`src/rtl/regfile_pkg.sv`:
```
// Shared register-file definitions for the writeback arbiter and its scoreboard.
package regfile_pkg;

    localparam int REG_ADDR_W = 5;
    localparam int REG_DATA_W = 32;
    localparam int NUM_REGS   = 32;

    typedef logic [REG_ADDR_W-1:0] reg_addr_t;
    typedef logic [REG_DATA_W-1:0] reg_data_t;

    // Which requester owns the write port this cycle
    typedef enum logic [1:0] {
        WIN_NONE,
        WIN_A,
        WIN_B
    } win_e;

    // Arbitration situation derived each cycle from the valids and the starvation force
    typedef enum logic [1:0] {
        ARB_IDLE,
        ARB_A_WIN,
        ARB_B_WIN,
        ARB_B_FORCED
    } arb_state_e;

endpackage

```
`src/rtl/wb_scoreboard.sv`:
```
// Pending-write bitmap: bit n set means register n still awaits a multi-cycle result.
// A set and a clear of the same bit in one cycle leaves the bit set, since a newer op
// has claimed the register. Bit 0 is tied off because register 0 is never written.
module wb_scoreboard
    import regfile_pkg::*;
(
    input  logic                  clk_i,
    input  logic                  rst_i,
    input  logic                  set_en_i,
    input  logic [REG_ADDR_W-1:0] set_addr_i,
    input  logic                  clr_en_i,
    input  logic [REG_ADDR_W-1:0] clr_addr_i,
    output logic [NUM_REGS-1:0]   busy_o
);

    logic [NUM_REGS-1:0] busy_q;
    logic [NUM_REGS-1:0] set_mask;
    logic [NUM_REGS-1:0] clr_mask;

    // Decode the set and clear requests into one-hot masks
    always_comb begin
        set_mask = '0;
        clr_mask = '0;
        if (set_en_i) set_mask[set_addr_i] = 1'b1;
        if (clr_en_i) clr_mask[clr_addr_i] = 1'b1;
    end

    // Apply clear first and set last so a fresh issue wins, keeping bit 0 at zero
    always_ff @(posedge clk_i) begin
        if (!rst_i) begin
            busy_q <= '0;
        end else begin
            busy_q <= ((busy_q & ~clr_mask) | set_mask) & ~NUM_REGS'(1);
        end
    end

    assign busy_o = busy_q;

endmodule

```
`src/rtl/regfile_wb_arbiter.sv`:
```
// Shares the register-file write port between the pipeline writeback stage (A) and a
// multi-cycle unit (B), and tracks registers awaiting B results. A normally has priority;
// when WB_ARB_STARVE_EN is defined, B is forced through after STARVE_LIMIT blocked cycles.
// Without WB_ARB_STARVE_EN the starvation counter is not built and A has strict priority.
module regfile_wb_arbiter
    import regfile_pkg::*;
#(
    parameter int STARVE_LIMIT = 4,
    parameter int CNT_W        = 4
) (
    input  logic                  clk_i,
    input  logic                  rst_i,
    input  logic                  a_valid_i,
    output logic                  a_ready_o,
    input  logic [REG_ADDR_W-1:0] a_addr_i,
    input  logic [REG_DATA_W-1:0] a_data_i,
    input  logic                  b_valid_i,
    output logic                  b_ready_o,
    input  logic [REG_ADDR_W-1:0] b_addr_i,
    input  logic [REG_DATA_W-1:0] b_data_i,
    input  logic                  iss_valid_i,
    input  logic [REG_ADDR_W-1:0] iss_addr_i,
    output logic [NUM_REGS-1:0]   busy_o,
    output logic                  regwrite_o,
    output logic [REG_ADDR_W-1:0] writeaddr_o,
    output logic [REG_DATA_W-1:0] writedata_o,
    output logic                  grant_b_o
);

    logic       force_b;
    logic       a_hs;
    logic       b_hs;
    arb_state_e arb_state;
    win_e       winner;
    reg_addr_t  sel_addr;
    reg_data_t  sel_data;

`ifdef WB_ARB_STARVE_EN
    localparam logic [CNT_W-1:0] LIMIT = CNT_W'(STARVE_LIMIT);

    logic [CNT_W-1:0] wait_cnt;

    // Force is masked during reset so A always looks ready while reset is held
    assign force_b = rst_i && (wait_cnt >= LIMIT);

    // Count consecutive cycles in which B wants the port but is held off
    always_ff @(posedge clk_i) begin
        if (!rst_i) begin
            wait_cnt <= '0;
        end else if (!b_valid_i || b_hs) begin
            wait_cnt <= '0;
        end else if (wait_cnt < LIMIT) begin
            wait_cnt <= wait_cnt + 1'b1;
        end
    end
`else
    // The sizing parameters only matter when the guard is built; this is constant zero
    assign force_b = (STARVE_LIMIT < 0) && (CNT_W < 0);
`endif

    assign a_ready_o = !force_b;
    assign b_ready_o = force_b || !a_valid_i;

    // Classify the cycle and pick the requester that handshakes
    always_comb begin
        arb_state = ARB_IDLE;
        if (force_b) begin
            if (b_valid_i) arb_state = ARB_B_FORCED;
        end else if (a_valid_i) begin
            arb_state = ARB_A_WIN;
        end else if (b_valid_i) begin
            arb_state = ARB_B_WIN;
        end

        winner = WIN_NONE;
        case (arb_state)
            ARB_A_WIN:                winner = WIN_A;
            ARB_B_WIN, ARB_B_FORCED:  winner = WIN_B;
            default:                  winner = WIN_NONE;
        endcase
    end

    assign a_hs     = (winner == WIN_A);
    assign b_hs     = (winner == WIN_B);
    assign sel_addr = b_hs ? b_addr_i : a_addr_i;
    assign sel_data = b_hs ? b_data_i : a_data_i;

    // Register the winning write; register 0 handshakes but never raises the enable
    always_ff @(posedge clk_i) begin
        if (!rst_i) begin
            regwrite_o  <= 1'b0;
            grant_b_o   <= 1'b0;
            writeaddr_o <= '0;
            writedata_o <= '0;
        end else begin
            regwrite_o <= (winner != WIN_NONE) && (sel_addr != '0);
            if (winner != WIN_NONE) begin
                writeaddr_o <= sel_addr;
                writedata_o <= sel_data;
                grant_b_o   <= b_hs;
            end
        end
    end

    wb_scoreboard u_scoreboard (
        .clk_i      (clk_i),
        .rst_i      (rst_i),
        .set_en_i   (iss_valid_i && (iss_addr_i != '0)),
        .set_addr_i (iss_addr_i),
        .clr_en_i   (b_hs),
        .clr_addr_i (b_addr_i),
        .busy_o     (busy_o)
    );

endmodule

```
`config.mk`:
```
export PLATFORM = sky130hd
export DESIGN_NAME = regfile_wb_arbiter
export DESIGN_NICKNAME = d
export VERILOG_FILES = /design/src/rtl/regfile_pkg.sv /design/src/rtl/wb_scoreboard.sv /design/src/rtl/regfile_wb_arbiter.sv
export SDC_FILE = /design/constraint.sdc
export NUM_CORES = 1
export LEC_CHECK = 0
export BUFFER_PORTS_ARGS = -buffer_cell sky130_fd_sc_hd__buf_2
export CAP_MARGIN = 15
export CORE_MARGIN = 3
export CORE_UTILIZATION = 49
export CTS_CLUSTER_DIAMETER = 30
export DETAILED_ROUTE_END_ITERATION = 16
export PLACE_DENSITY = 0.82
export REMOVE_ABC_BUFFERS = 1
export SYNTH_ARGS = -nofsm -noshare
export SYNTH_HDL_FRONTEND = slang
export SYNTH_HIERARCHICAL = 1
export SYNTH_SLANG_ARGS = --single-unit
```
`constraint.sdc`:
```
create_clock -name clk_i -period 3.2 [get_ports clk_i]
set_clock_uncertainty 0.15 [all_clocks]
set_input_delay 0.32 -clock clk_i [delete_from_list [all_inputs] [get_ports clk_i]]
set_output_delay 0.32 -clock clk_i [all_outputs]
set_load 0.01 [all_outputs]
```
==> flow_summary.toml <==
[status]
status = "finished, final reports clean"

[die]
start_util_pct = 51.69
dieArea_um2 = 7389
ios = 157
core_area_um2 = 6061
die_h_um = 85.96
row_count = 28
die_w_um = 85.96

[logic_synthesis]
ys_warn_count = 6
yosysTopAreaCell = "dfxtp_1"
ys_ff_latch = 70
synthArstFlopShare_pct = 0
syn_area_per_cell_um2 = 8.977
synth.distinct_cells = 36
syn_inst = 349
seq_area_frac_synth_pct = 44.73
synth_edf_count = 0
syn-cell-area_um2 = 3133
synth_top_cell_area_share_pct = 44.73
synth_area_leaders = "dfxtp_1 45%, nand2_1 10%, mux2_2 10%"
synth_ff_type = "dfxtp_1"
synth_common_cells = "87 x nand2_1, 70 x dfxtp_1, 37 x a21oi_1"
yosysMostFrequentCell = "nand2_1"

[timing]
hold_viol_final = 0
fmax_mhz = 517.4
worst_slew_pin_slew_ns = 0.7094
setup_violations = 0
finalMaxSlewViolations = 0
rsz0062_at_grt = "no"
tns_ns = 0
timing.final.crit_share_pct = 60.40
slew_headroom_pct = 52.60
fin_crit_ns = 1.933

[cts]
cts.sinks = 70
path_clk_slew_ns = 0.08
cts_root_buf = "clkbuf_8"
htreeDepth = 3
cts_buffers = 9
cts_setup_buffers = 0
cts_tree = "yes"
worstSkewPairLatency_ns = 0.34
clockBufferDepth = 2
post_cts_resized = 0
ctsHoldBuffers = 0

[place]
place.gp.congestion = 0.8075
hpwl_um = 6937
dpl.cell_count = 559
portBuffers = 154

[final_layout]
final_nets = 579
seq_area_um2 = 1401
multi_input_area_um2 = 1602
fillerInstances = 532
drive_gt1_share_pct = 41.00
syn2layout_area_growth_pct = 30.67
diodes = 0
instances_no_fill = 575

[setup_path]
crit_fanout = 41
critPathLaunchType = "input port"
end_kind = "output pin"
r2r_slack_ns = 2.18
cp.required_ns = 2.73
critPathKind = "in -> out"
arrival_ns = 1.46

[detailed_routing]
first_pass_iters = 5
viasPerCell = 5.626
ant_nets = 0
drt-total-wl_um = 9391
num_vias = 3235
drt_iter0_markers = 214
drc = 0
wl_per_cell_um = 16.33

[grt]
grt_overflow = 0
grt_pass1_vias = 3168
grt_first_pass_wirelength_um = 14660
antenna_found_initial = 0
grt_usage_pct = 25.14
grt_max_degree = 42

[min_path]
hold_class = "in -> reg"

[power_and_ir_drop]
vdd_drop_max_mv = 0.2772
cellPowerDensity_nw_per_um2 = 473.6
p_leak_uw = 0.001916

[run]
max_cap_viol_count = 0
critical path: stages:
cell and delay [ns]:
buf_2 0.55, inv_1 0.10, buf_4 0.28, buf_2 0.19
power breakdown:
group          switching, uW  internal (uW)  leakage, uW
clock                    330            399     0.000106
combinational            154            129      0.00124
sequential              18.3            908     0.000573
total                    503           1440      0.00192
area by class of cell:
class | count | share of cell area, %
multi-input combinational | 255 | 39.12
sequential | 70 | 34.23
timing repair buffer | 156 | 19.19
clock buffer | 12 | 3.790
tap | 75 | 2.292
clock inverter | 4 | 1.100
inverter | 3 | 0.2751
state kept, by name (all words and copies together), names as in the netlist:
register,cells
u_scoreboard/busy_o,31
grant_b_o,1
regwrite_o,1
writeaddr_o,5
writedata_o,32
layout by cell type, fill, tap and decap left out, types with 5 or more instances in the layout:
cell        n
a21oi_1    37
a32o_1     15
buf_2     154
clkbuf_8   11
dfxtp_1    70
mux2_1      7
mux2_2     28
nand2_1    87
nand3b_1    8
nor3_1      5
o211ai_1   16
o21ai_0    13
metal layers:
metal | up-vias | GRT usage [%] | routed length, um
met3 | 35 | 7.012 | 817
met2 | 169 | 43.45 | 4668
met4 | 0 | 13.09 | 274
met5 | - | 0 | 0
met1 | 1491 | 27.94 | 3631
li1 | 1540 | - | -
logic make-up after synthesis:
| logic type | share of synthesized area [%] |
|---|---|
| AOI/OAI and AO/OA | 18.09 |
| and+or+nand+nor | 19.57 |
| muxes | 13.22 |
| other | 0.2397 |
| buffers and inverters | 4.153 |
| DFF | 44.73 |
per-stage QoR:
step           util, %  total power [uW]  instance area, um2  hold WS [ns]  worst slack [ns]
2_1_floorplan        -              1078                3014        0.2493             1.538
3_3_place_gp     64.24              1219                3894        0.3257             1.166
3_5_place_dp     64.24              1228                3894        0.3312             1.078
4_1_cts          67.55              1944                4094       0.05618             1.282
5_1_grt          67.55              2016                4094       0.06718             1.189
6_report         67.55              1939                4094       0.06562             1.267
worst paths after layout:
path / start / end / cells past startpoint
setup / recovery: a_valid_i / b_ready_o / 4
hold / removal: a_data_i[8] / writedata_o[8]$_SDFFE_PN0P_ / 3
setup reg to reg: writedata_o[15]$_SDFFE_PN0P_ / writedata_o[15]$_SDFFE_PN0P_ / 3
hold reg to reg: u_scoreboard/busy_o[11]$_SDFF_PN0_ / u_scoreboard/busy_o[11]$_SDFF_PN0_ / 1
No activity file was read; power rests on OpenSTA's default activity.
